File: src/rtl/mc_pkg.sv
// Shared encodings for the multicycle controller: state codes, opcodes and datapath selects.
package mc_pkg;

   typedef enum logic [3:0] {
      ST_RESET    = 4'd0,
      ST_IF       = 4'd1,
      ST_ID       = 4'd2,
      ST_EXEC_R   = 4'd3,
      ST_EXEC_I   = 4'd4,
      ST_EXEC_MUL = 4'd5,
      ST_ADDR_LD  = 4'd6,
      ST_ADDR_ST  = 4'd7,
      ST_MEM_LD   = 4'd8,
      ST_MEM_ST   = 4'd9,
      ST_WB_ALU   = 4'd10,
      ST_WB_MEM   = 4'd11,
      ST_BRANCH   = 4'd12,
      ST_ERROR    = 4'd13
   } state_t;

   localparam int OP_NOP  = 0;
   localparam int OP_ADD  = 1;
   localparam int OP_ADDI = 2;
   localparam int OP_SUB  = 3;
   localparam int OP_MOV  = 4;
   localparam int OP_LR   = 5;
   localparam int OP_SR   = 6;
   localparam int OP_LA   = 7;
   localparam int OP_BLEQ = 8;
   localparam int OP_MUL  = 9;

   localparam logic [2:0] ALU_OP_ADD   = 3'd0;
   localparam logic [2:0] ALU_OP_SUB   = 3'd1;
   localparam logic [2:0] ALU_OP_MUL   = 3'd2;
   localparam logic [2:0] ALU_OP_PASSA = 3'd3;
   localparam logic [2:0] ALU_OP_PASSB = 3'd4;

   localparam logic [1:0] PC_SELECT_RESET   = 2'd0;
   localparam logic [1:0] PC_SELECT_ALU     = 2'd1;
   localparam logic [1:0] PC_SELECT_ALU_BUF = 2'd2;

   localparam logic       ALU_SRC_A_PC  = 1'b0;
   localparam logic       ALU_SRC_A_REG = 1'b1;
   localparam logic [1:0] ALU_SRC_B_REG    = 2'd0;
   localparam logic [1:0] ALU_SRC_B_FOUR   = 2'd1;
   localparam logic [1:0] ALU_SRC_B_IMM    = 2'd2;
   localparam logic [1:0] ALU_SRC_B_BRANCH = 2'd3;

   localparam logic REG_DST_RN = 1'b0;
   localparam logic REG_DST_RD = 1'b1;
   localparam logic MEM_TO_REG_ALU = 1'b0;
   localparam logic MEM_TO_REG_MEM = 1'b1;

endpackage

File: src/rtl/mc_wait_counter.sv
// Saturating down-counter shared by the MUL latency and memory-timeout sequencing.
module mc_wait_counter #(
   parameter int CNT_W = 5
) (
   input  logic             clk,
   input  logic             reset,
   input  logic             load,
   input  logic [CNT_W-1:0] load_val,
   input  logic             dec,
   output logic             zero
);

   logic [CNT_W-1:0] count;

   always_ff @(posedge clk or negedge reset) begin
      if (!reset) begin
         count <= '0;
      end else if (load) begin
         count <= load_val;
      end else if (dec && (count != '0)) begin
         count <= count - 1'b1;
      end
   end

   assign zero = (count == '0);

endmodule

File: src/rtl/mc_control_fsm.sv
// Multicycle control FSM: fetch/decode/execute/memory/writeback sequencing with
// memory wait states, memory timeout, multi-cycle MUL and a sticky ERROR state.
module mc_control_fsm
   import mc_pkg::*;
#(
   parameter int OPCODE_W    = 4,
   parameter int MUL_LATENCY = 4,
   parameter int MEM_TIMEOUT = 16,
   parameter int CNT_W       = 5
) (
   input  logic                clk,
   input  logic                reset,
   input  logic [OPCODE_W-1:0] opcode,
   input  logic                alu_zero,
   input  logic                mem_ready,
   output logic                RegDst,
   output logic                ALUSrcA,
   output logic [1:0]          ALUSrcB,
   output logic [2:0]          ALUOp,
   output logic                RegWrite,
   output logic                MemToReg,
   output logic                IRWrite,
   output logic                MemRead,
   output logic                MemWrite,
   output logic                PCWrite,
   output logic                PCWriteCond,
   output logic                mem_select,
   output logic [1:0]          PCSource,
   output logic                mem_req,
   output logic                illegal_op,
   output logic [3:0]          state_dbg
);

   localparam logic [CNT_W-1:0] MUL_LOAD = CNT_W'(MUL_LATENCY - 1);
   localparam logic [CNT_W-1:0] MEM_LOAD = (MEM_TIMEOUT > 0) ? CNT_W'(MEM_TIMEOUT - 1) : '0;

   state_t           state, next_state;
   logic             cnt_load, cnt_zero, timeout_hit;
   logic [CNT_W-1:0] cnt_load_val;
   logic op_nop, op_add, op_addi, op_sub, op_mov, op_lr, op_sr, op_la, op_bleq, op_mul;

   assign op_nop  = (opcode == OPCODE_W'(OP_NOP));
   assign op_add  = (opcode == OPCODE_W'(OP_ADD));
   assign op_addi = (opcode == OPCODE_W'(OP_ADDI));
   assign op_sub  = (opcode == OPCODE_W'(OP_SUB));
   assign op_mov  = (opcode == OPCODE_W'(OP_MOV));
   assign op_lr   = (opcode == OPCODE_W'(OP_LR));
   assign op_sr   = (opcode == OPCODE_W'(OP_SR));
   assign op_la   = (opcode == OPCODE_W'(OP_LA));
   assign op_bleq = (opcode == OPCODE_W'(OP_BLEQ));
   assign op_mul  = (opcode == OPCODE_W'(OP_MUL));

   // Counter reloads on every state change with the budget of the state being entered.
   assign cnt_load    = (next_state != state);
   assign timeout_hit = (MEM_TIMEOUT != 0) && cnt_zero;

   always_comb begin
      cnt_load_val = '0;
      case (next_state)
         ST_EXEC_MUL:                 cnt_load_val = MUL_LOAD;
         ST_IF, ST_MEM_LD, ST_MEM_ST: cnt_load_val = MEM_LOAD;
         default:                     cnt_load_val = '0;
      endcase
   end

   mc_wait_counter #(.CNT_W(CNT_W)) u_wait_counter (
      .clk      (clk),
      .reset    (reset),
      .load     (cnt_load),
      .load_val (cnt_load_val),
      .dec      (!cnt_load),
      .zero     (cnt_zero)
   );

   always_ff @(posedge clk or negedge reset) begin
      if (!reset) state <= ST_RESET;
      else        state <= next_state;
   end

   // Memory handshake: mem_req stays high for the whole wait state; the access
   // completes in the cycle mem_ready=1, and mem_ready wins over a same-cycle timeout.
   always_comb begin
      next_state = ST_ERROR;
      case (state)
         ST_RESET:    next_state = ST_IF;
         ST_IF:       next_state = mem_ready ? ST_ID : (timeout_hit ? ST_ERROR : ST_IF);
         ST_ID: begin
            if (op_nop)                         next_state = ST_IF;
            else if (op_add || op_sub || op_mov) next_state = ST_EXEC_R;
            else if (op_addi || op_la)          next_state = ST_EXEC_I;
            else if (op_mul)                    next_state = ST_EXEC_MUL;
            else if (op_lr)                     next_state = ST_ADDR_LD;
            else if (op_sr)                     next_state = ST_ADDR_ST;
            else if (op_bleq)                   next_state = ST_BRANCH;
            else                                next_state = ST_ERROR;
         end
         ST_EXEC_R:   next_state = ST_WB_ALU;
         ST_EXEC_I:   next_state = ST_WB_ALU;
         ST_EXEC_MUL: next_state = cnt_zero ? ST_WB_ALU : ST_EXEC_MUL;
         ST_ADDR_LD:  next_state = ST_MEM_LD;
         ST_ADDR_ST:  next_state = ST_MEM_ST;
         ST_MEM_LD:   next_state = mem_ready ? ST_WB_MEM : (timeout_hit ? ST_ERROR : ST_MEM_LD);
         ST_MEM_ST:   next_state = mem_ready ? ST_IF : (timeout_hit ? ST_ERROR : ST_MEM_ST);
         ST_WB_ALU:   next_state = ST_IF;
         ST_WB_MEM:   next_state = ST_IF;
         ST_BRANCH:   next_state = ST_IF;
         default:     next_state = ST_ERROR;
      endcase
   end

   always_comb begin
      RegDst      = REG_DST_RN;
      ALUSrcA     = ALU_SRC_A_PC;
      ALUSrcB     = ALU_SRC_B_REG;
      ALUOp       = ALU_OP_ADD;
      RegWrite    = 1'b0;
      MemToReg    = MEM_TO_REG_ALU;
      IRWrite     = 1'b0;
      MemRead     = 1'b0;
      MemWrite    = 1'b0;
      PCWrite     = 1'b0;
      PCWriteCond = 1'b0;
      mem_select  = 1'b0;
      PCSource    = PC_SELECT_RESET;
      mem_req     = 1'b0;
      illegal_op  = 1'b0;
      case (state)
         ST_RESET: begin
            MemRead = 1'b1;
            PCWrite = 1'b1;
         end
         ST_IF: begin
            mem_req  = 1'b1;
            MemRead  = 1'b1;
            ALUSrcB  = ALU_SRC_B_FOUR;
            PCSource = PC_SELECT_ALU;
            IRWrite  = mem_ready;
            PCWrite  = mem_ready;
         end
         ST_ID: ALUSrcB = ALU_SRC_B_BRANCH;
         ST_EXEC_R: begin
            ALUSrcA = ALU_SRC_A_REG;
            RegDst  = REG_DST_RD;
            if (op_sub)      ALUOp = ALU_OP_SUB;
            else if (op_mov) ALUOp = ALU_OP_PASSA;
         end
         ST_EXEC_I: begin
            ALUSrcA = ALU_SRC_A_REG;
            ALUSrcB = ALU_SRC_B_IMM;
            if (op_la) ALUOp = ALU_OP_PASSB;
         end
         ST_EXEC_MUL: begin
            ALUSrcA = ALU_SRC_A_REG;
            ALUOp   = ALU_OP_MUL;
         end
         ST_ADDR_LD, ST_ADDR_ST: begin
            ALUSrcA = ALU_SRC_A_REG;
            ALUSrcB = ALU_SRC_B_IMM;
         end
         ST_MEM_LD: begin
            mem_req    = 1'b1;
            MemRead    = 1'b1;
            mem_select = 1'b1;
         end
         ST_MEM_ST: begin
            mem_req    = 1'b1;
            MemWrite   = 1'b1;
            mem_select = 1'b1;
         end
         ST_WB_ALU: begin
            RegWrite = 1'b1;
            RegDst   = (op_add || op_sub || op_mov) ? REG_DST_RD : REG_DST_RN;
         end
         ST_WB_MEM: begin
            RegWrite   = 1'b1;
            MemToReg   = MEM_TO_REG_MEM;
            mem_select = 1'b1;
         end
         ST_BRANCH: begin
            ALUSrcA     = ALU_SRC_A_REG;
            ALUOp       = ALU_OP_SUB;
            PCWriteCond = 1'b1;
            PCWrite     = alu_zero;
            PCSource    = PC_SELECT_ALU_BUF;
         end
         default: illegal_op = 1'b1;
      endcase
   end

   assign state_dbg = state;

endmodule

File: config.mk
export PLATFORM = sky130hd
export DESIGN_NAME = mc_control_fsm
export DESIGN_NICKNAME = d
export VERILOG_FILES = /design/src/rtl/mc_pkg.sv /design/src/rtl/mc_wait_counter.sv /design/src/rtl/mc_control_fsm.sv
export SDC_FILE = /design/constraint.sdc
export NUM_CORES = 1
export LEC_CHECK = 0
export ABC_AREA = 0
export CORE_MARGIN = 2
export CORE_UTILIZATION = 25
export DETAILED_ROUTE_END_ITERATION = 6
export GPL_ROUTABILITY_DRIVEN = 0
export SETUP_SLACK_MARGIN = 0.02
export SYNTH_ARGS = -nofsm -noshare
export SYNTH_HDL_FRONTEND = slang
export SYNTH_SLANG_ARGS = --single-unit
export TNS_END_PERCENT = 20
File: constraint.sdc
create_clock -name clk -period 8.35 [get_ports clk]
set_clock_uncertainty 0.2 [all_clocks]
set_input_delay 0.835 -clock clk [delete_from_list [all_inputs] [get_ports clk]]
set_output_delay 0.835 -clock clk [all_outputs]
set_load 0.1 [all_outputs]
# Word level (Yosys, flattened, before mapping)
# Cells that the tools add are included.
dict set report op_classes {
  add_sub_neg 1
  n_reduce_logical 20
  n_eq_ne 26
  n_mux 37
}
# operator n
set op_table {}
lappend op_table {{4-bit two-way mux} 10}
lappend op_table {{4-bit by 3-bit == test with 1-bit output, second input constant} 9}
lappend op_table {{4-bit == test, second input constant} 9}
lappend op_table {{4-bit case mux with 9 select lines} 1}
lappend op_table {{4-bit by 2-bit == test with 1-bit output, second input constant} 4}
lappend op_table {{3-bit OR reduction} 5}
lappend op_table {{13-bit OR reduction} 1}
lappend op_table {{4-bit by 1-bit == test with 1-bit output, second input constant} 3}
lappend op_table {{1-bit two-way mux} 12}
lappend op_table {{3-bit two-way mux} 4}
lappend op_table {{3-bit case mux with 4 select lines} 1}
lappend op_table {{5-bit two-way mux} 2}
lappend op_table {{4-bit logical NOT} 2}
lappend op_table {{4-bit case mux with 2 select lines} 1}
lappend op_table {{2-bit case mux with 3 select lines} 1}
lappend op_table {{6-bit OR reduction} 1}
lappend op_table {{5-bit logical NOT} 1}
lappend op_table {{5-bit nonzero test} 1}
lappend op_table {{5-bit by 1-bit subtractor with 5-bit output, second input constant} 1}
lappend op_table {{2-bit two-way mux} 2}
lappend op_table {{4-bit != test} 1}
lappend op_table {{2-bit case mux with 2 select lines} 1}
lappend op_table {{2-bit OR reduction} 2}
lappend op_table {{4-bit OR reduction} 1}
lappend op_table {{other kinds (6)} 8}
dict set report word_totals {
  input_bits 8
  reg_bits 9
  elab_cells 86
  output_inout_bits 23
}

# Longest topological paths before layout
dict set report depth {
  ltp_word 14
  mapped_depth 9
  mapped_depth_nobuf 8
}

# Hierarchy
# Synthesis repeated with hierarchy kept, for this count alone.
dict set report hier_totals {
  hier_cells 161
  area_unflattened_um2 1152.4
}
# module cells_per_inst seq_area_each_um2 area_per_inst_um2 instances
set modules_own_cells {}
lappend modules_own_cells {mc_control_fsm 129 100.1 848.3 1}
lappend modules_own_cells {mc_wait_counter 32 125.1 304.0 1}

# Worst setup path after synthesis
# Ideal clock, no wire load.
dict set report synth_path {
  path_type {register to output}
  from {register state[2] (netlist: state_dbg[2])}
  to {output port ALUOp[0]}
  t_required_ps 7315
  arrival_time_ps 4548
  stages_incl_launch_ff 4
  setup_slack_ps 2767
  n_path_buf 1
  path_cell_list {dfrtp_1 buf_2 or2_2 o41ai_1}
}
dict set report synth_between {
  elab_chain_cells 2
  word_cells_on_any_way 5
  cone_classes {eq/ne (4); mux (1)}
}
# element line
set synth_lines {}
lappend synth_lines {{start, declared} mc_control_fsm.sv:37} ;# state_t state, next_state;
lappend synth_lines {{start signal, assigned} mc_control_fsm.sv:77} ;# else state <= next_state;
lappend synth_lines {{4-bit == test (tied with other cells)} mc_control_fsm.sv:127} ;# case (state)
lappend synth_lines {{3-bit case mux with 4 select lines (*)} mc_control_fsm.sv:127}
lappend synth_lines {{end, declared} mc_control_fsm.sv:19} ;# output logic [2:0] ALUOp,
# Every way passes the cells marked *; elsewhere a longest branch is shown, timed or not.

# Worst setup path after layout
dict set report layout_path {
  from {input port opcode[0]}
  to {output port ALUOp[0]}
}
dict set report layout_between {
  elab_chain_cells 4
  word_cells_on_any_way 5
  cone_classes {eq/ne (2); mux (3)}
}
# element line
set layout_lines {}
lappend layout_lines {{start, declared} mc_control_fsm.sv:13} ;# input logic [OPCODE_W-1:0] opcode,
lappend layout_lines {{4-bit by 3-bit == test with 1-bit output} mc_control_fsm.sv:46} ;# assign op_mov = (opcode == OPCODE_W'(OP_MOV));
lappend layout_lines {{2-bit two-way mux} mc_control_fsm.sv:145} ;# else if (op_mov) ALUOp = ALU_OP_PASSA;
lappend layout_lines {{2-bit two-way mux (*)} mc_control_fsm.sv:144} ;# if (op_sub) ALUOp = ALU_OP_SUB;
lappend layout_lines {{3-bit case mux with 4 select lines (*)} mc_control_fsm.sv:127}
# Marked as above.

==> out/qor.txt <==
Status -> finished, final reports clean
Dpl hpwl -> 2.047 mm
Syn Nets -> 144
EDFF count, synth -> 0
Fmax -> 234.3 MHz
Crit path kind -> primary input to output pin
H-tree depth -> 1
Mapped cell area -> 1045 um2
Crit path DAT -> 3.23 ns
R2R setup slack -> 5.35 ns
CP required -> 7.32 ns
Seq/Total Area, Yosys -> 0.2156
Worst skew pair latency -> 0.23 ns
# diodes -> 0
Layout cell share with drive strength beyond 1 -> 0.08228
Non-Filler Instances -> 208
Sinks on Clock Net -> 9
Worst reg2reg endpoint -> u_wait_counter.count[0]
Async S/R FF share, synth -> 1.000
Final Cycle Share -> 0.5112
# setup viols final -> 0
Pins Over Slew Limit -> 0
Largest stage delay on the critical path -> 1.19 ns
Most frequent cells in the layout -> 30 x clkdlybuf4s50_1, 13 x nor2_1, 13 x nand2_1
Initial Util -> 0.2612
Syn avg cell area -> 7.797 um2
FF+latch count, synth -> 9
CTS tree -> built
Setup TNS -> 0 ns
CTS buffer count -> 3
Total GRT Usage -> 0.1334
Root Buffer -> clkbuf_8
# IOs -> 31
Synth area leaders -> dfrtp_1 22%, mux2i_1 5.7%, nand2_1 4.7%
Hold-fix buffers at CTS -> 0
Crit. Startpoint -> opcode[0]
Crit path max-delay family -> buffers and inverters
Avg WL per Cell -> 13.13 um
RSZ-0062 raised after global routing -> no
Hold Worst Slack -> 0.3755 ns
Die Width -> 68.65 um
Leading cell type in the layout, fill and taps excluded -> clkdlybuf4s50_1
First-pass GRT wire length -> 4.788 mm
FF-to-FF Start -> state_dbg[1]
P&R area growth vs syn -> 34.01%
Slowest cell on the critical path -> clkdlybuf4s50_1
CTS-repair resized insts -> 0
Site Rows -> 23
Die ar. -> 4712 um2
Critical path startpoint category -> primary input
Largest net degree at the start of global routing -> 25
Min Tclk post-route -> 4.269 ns
Vias per inst -> 5.010
Syn Inst Count -> 134
Final Hold Fails -> 0
Hold depth -> 2
Vias in the first global route -> 985
Placed cell count -> 204
Initial antenna violation count -> 0
CP endpoint kind -> output pin
HP Class -> register to register
Worst reg2reg path depth -> 6
Post-synth top flop -> dfrtp_1
Slew headroom -> 0.3492
Core area -> 4000 um2
Post CTS Setup Buffer Count -> 0
1st-pass router iterations -> 4
Crit-path most repeated cell -> clkdlybuf4s50_1
Levels on crit path -> 5
Cell Chain, Critical Path -> clkdlybuf4s50_1 > nand2b_1 > o21a_1 > o41ai_1 > clkdlybuf4s50_1
Port Buf Inserts -> 30
Nets@finish -> 169
Slew @ Worst Pin -> 0.9732 ns
CTS clk-pin slew, worst paths -> 0.05 ns
DRT Wirelength -> 2.730 mm
Number of library cell types mapped by synthesis -> 53
# DRC -> 0
Die Y -> 68.65 um
Max cap viols -> 0
Worst setup path endpoint -> ALUOp[0]
Vias -> 1042
Post-synth top area share -> 0.2156
Synthesis Warnings -> 0
Crit-path max FO -> 8
Grt total ovfl -> 0
1st-iter DRT viols -> 56
Buffer and inverter count on the worst path -> 2
Maximum clock insertion buffer count -> 2
Area leader, netlist -> dfrtp_1
Antenna viol nets, final -> 0
==> layout make-up <==
cell class / instances / area, um2
clock buffer: 4 / 45.04
tap: 50 / 62.56
multi-input combinational: 103 / 721.9
inverter: 12 / 45.04
timing repair buffer: 30 / 300.3
fill: 431 / 2600
sequential: 9 / 225.2
==> logic make-up after synthesis <==
kind of cell | after synthesis | share of synthesized area
AND/OR/NAND/NOR | 59 | 0.3318
AO/OA/AOI/OAI | 29 | 0.2192
buffers and inverters | 22 | 0.09341
flip-flops | 9 | 0.2156
XOR/XNOR | 7 | 0.05868
multiplexers | 6 | 0.05749
adder cells (fa/ha/maj) | 2 | 0.02395
==> Yosys cell counts, types with 3 or more instances <==
| cell | count |
|---|---|
| clkbuf_1 | 3 |
| nor4b_1 | 3 |
| a21oi_1 | 5 |
| mux2i_1 | 6 |
| nor2_1 | 13 |
| xnor2_1 | 5 |
| nor3_1 | 4 |
| nand2b_1 | 4 |
| inv_1 | 12 |
| nand2_1 | 13 |
| dfrtp_1 | 9 |
| or2_2 | 3 |
| buf_2 | 3 |
| nor4_1 | 3 |
==> metal layers <==
| layer | track usage | up-vias | wire length, um |
|---|---|---|---|
| met5 | 0 | - | 0 |
| met4 | 0.04500 | 0 | 19 |
| met3 | 0.009740 | 2 | 92 |
| met2 | 0.1911 | 27 | 1224 |
| met1 | 0.2067 | 483 | 1394 |
| li1 | - | 530 | - |
==> worst min-delay path, delay by kind of cell, from the launching register on <==
| family | cells | cell delay (ns) |
|---|---|---|
| simple gates | 1 | 0.07 |
| flops | 1 | 0.40 |
| compound gates | 1 | 0.06 |
==> sequential cells by signal (all words and copies together), names as in the netlist <==
name and flops:
u_wait_counter.count 5, state_dbg 4
==> stage by stage <==
stage	worst slack, ns	utilization	instance area, um2
after global routing	3.896	0.3500	1400
after global placement	4.114	0.3388	1355
after floorplan	2.767	-	1045
final	4.081	0.3500	1400
after detailed placement	4.075	0.3388	1355
after CTS	4.078	0.3500	1400
==> worst min-delay path by stage <==
stage | start | slack, ns | endpoint
2_1_floorplan | u_wait_counter.count[4] | 0.33 | u_wait_counter.count[4]
3_3_place_gp | u_wait_counter.count[4] | 0.35 | u_wait_counter.count[4]
3_5_place_dp | u_wait_counter.count[4] | 0.38 | u_wait_counter.count[4]
4_1_cts | u_wait_counter.count[4] | 0.38 | u_wait_counter.count[4]
5_1_grt | u_wait_counter.count[4] | 0.39 | u_wait_counter.count[4]
6_report | u_wait_counter.count[4] | 0.38 | u_wait_counter.count[4]
Power is left out: the tool's default activity adds up to more than one toggle a clock period on the data nets, which glitch-free logic cannot reach.
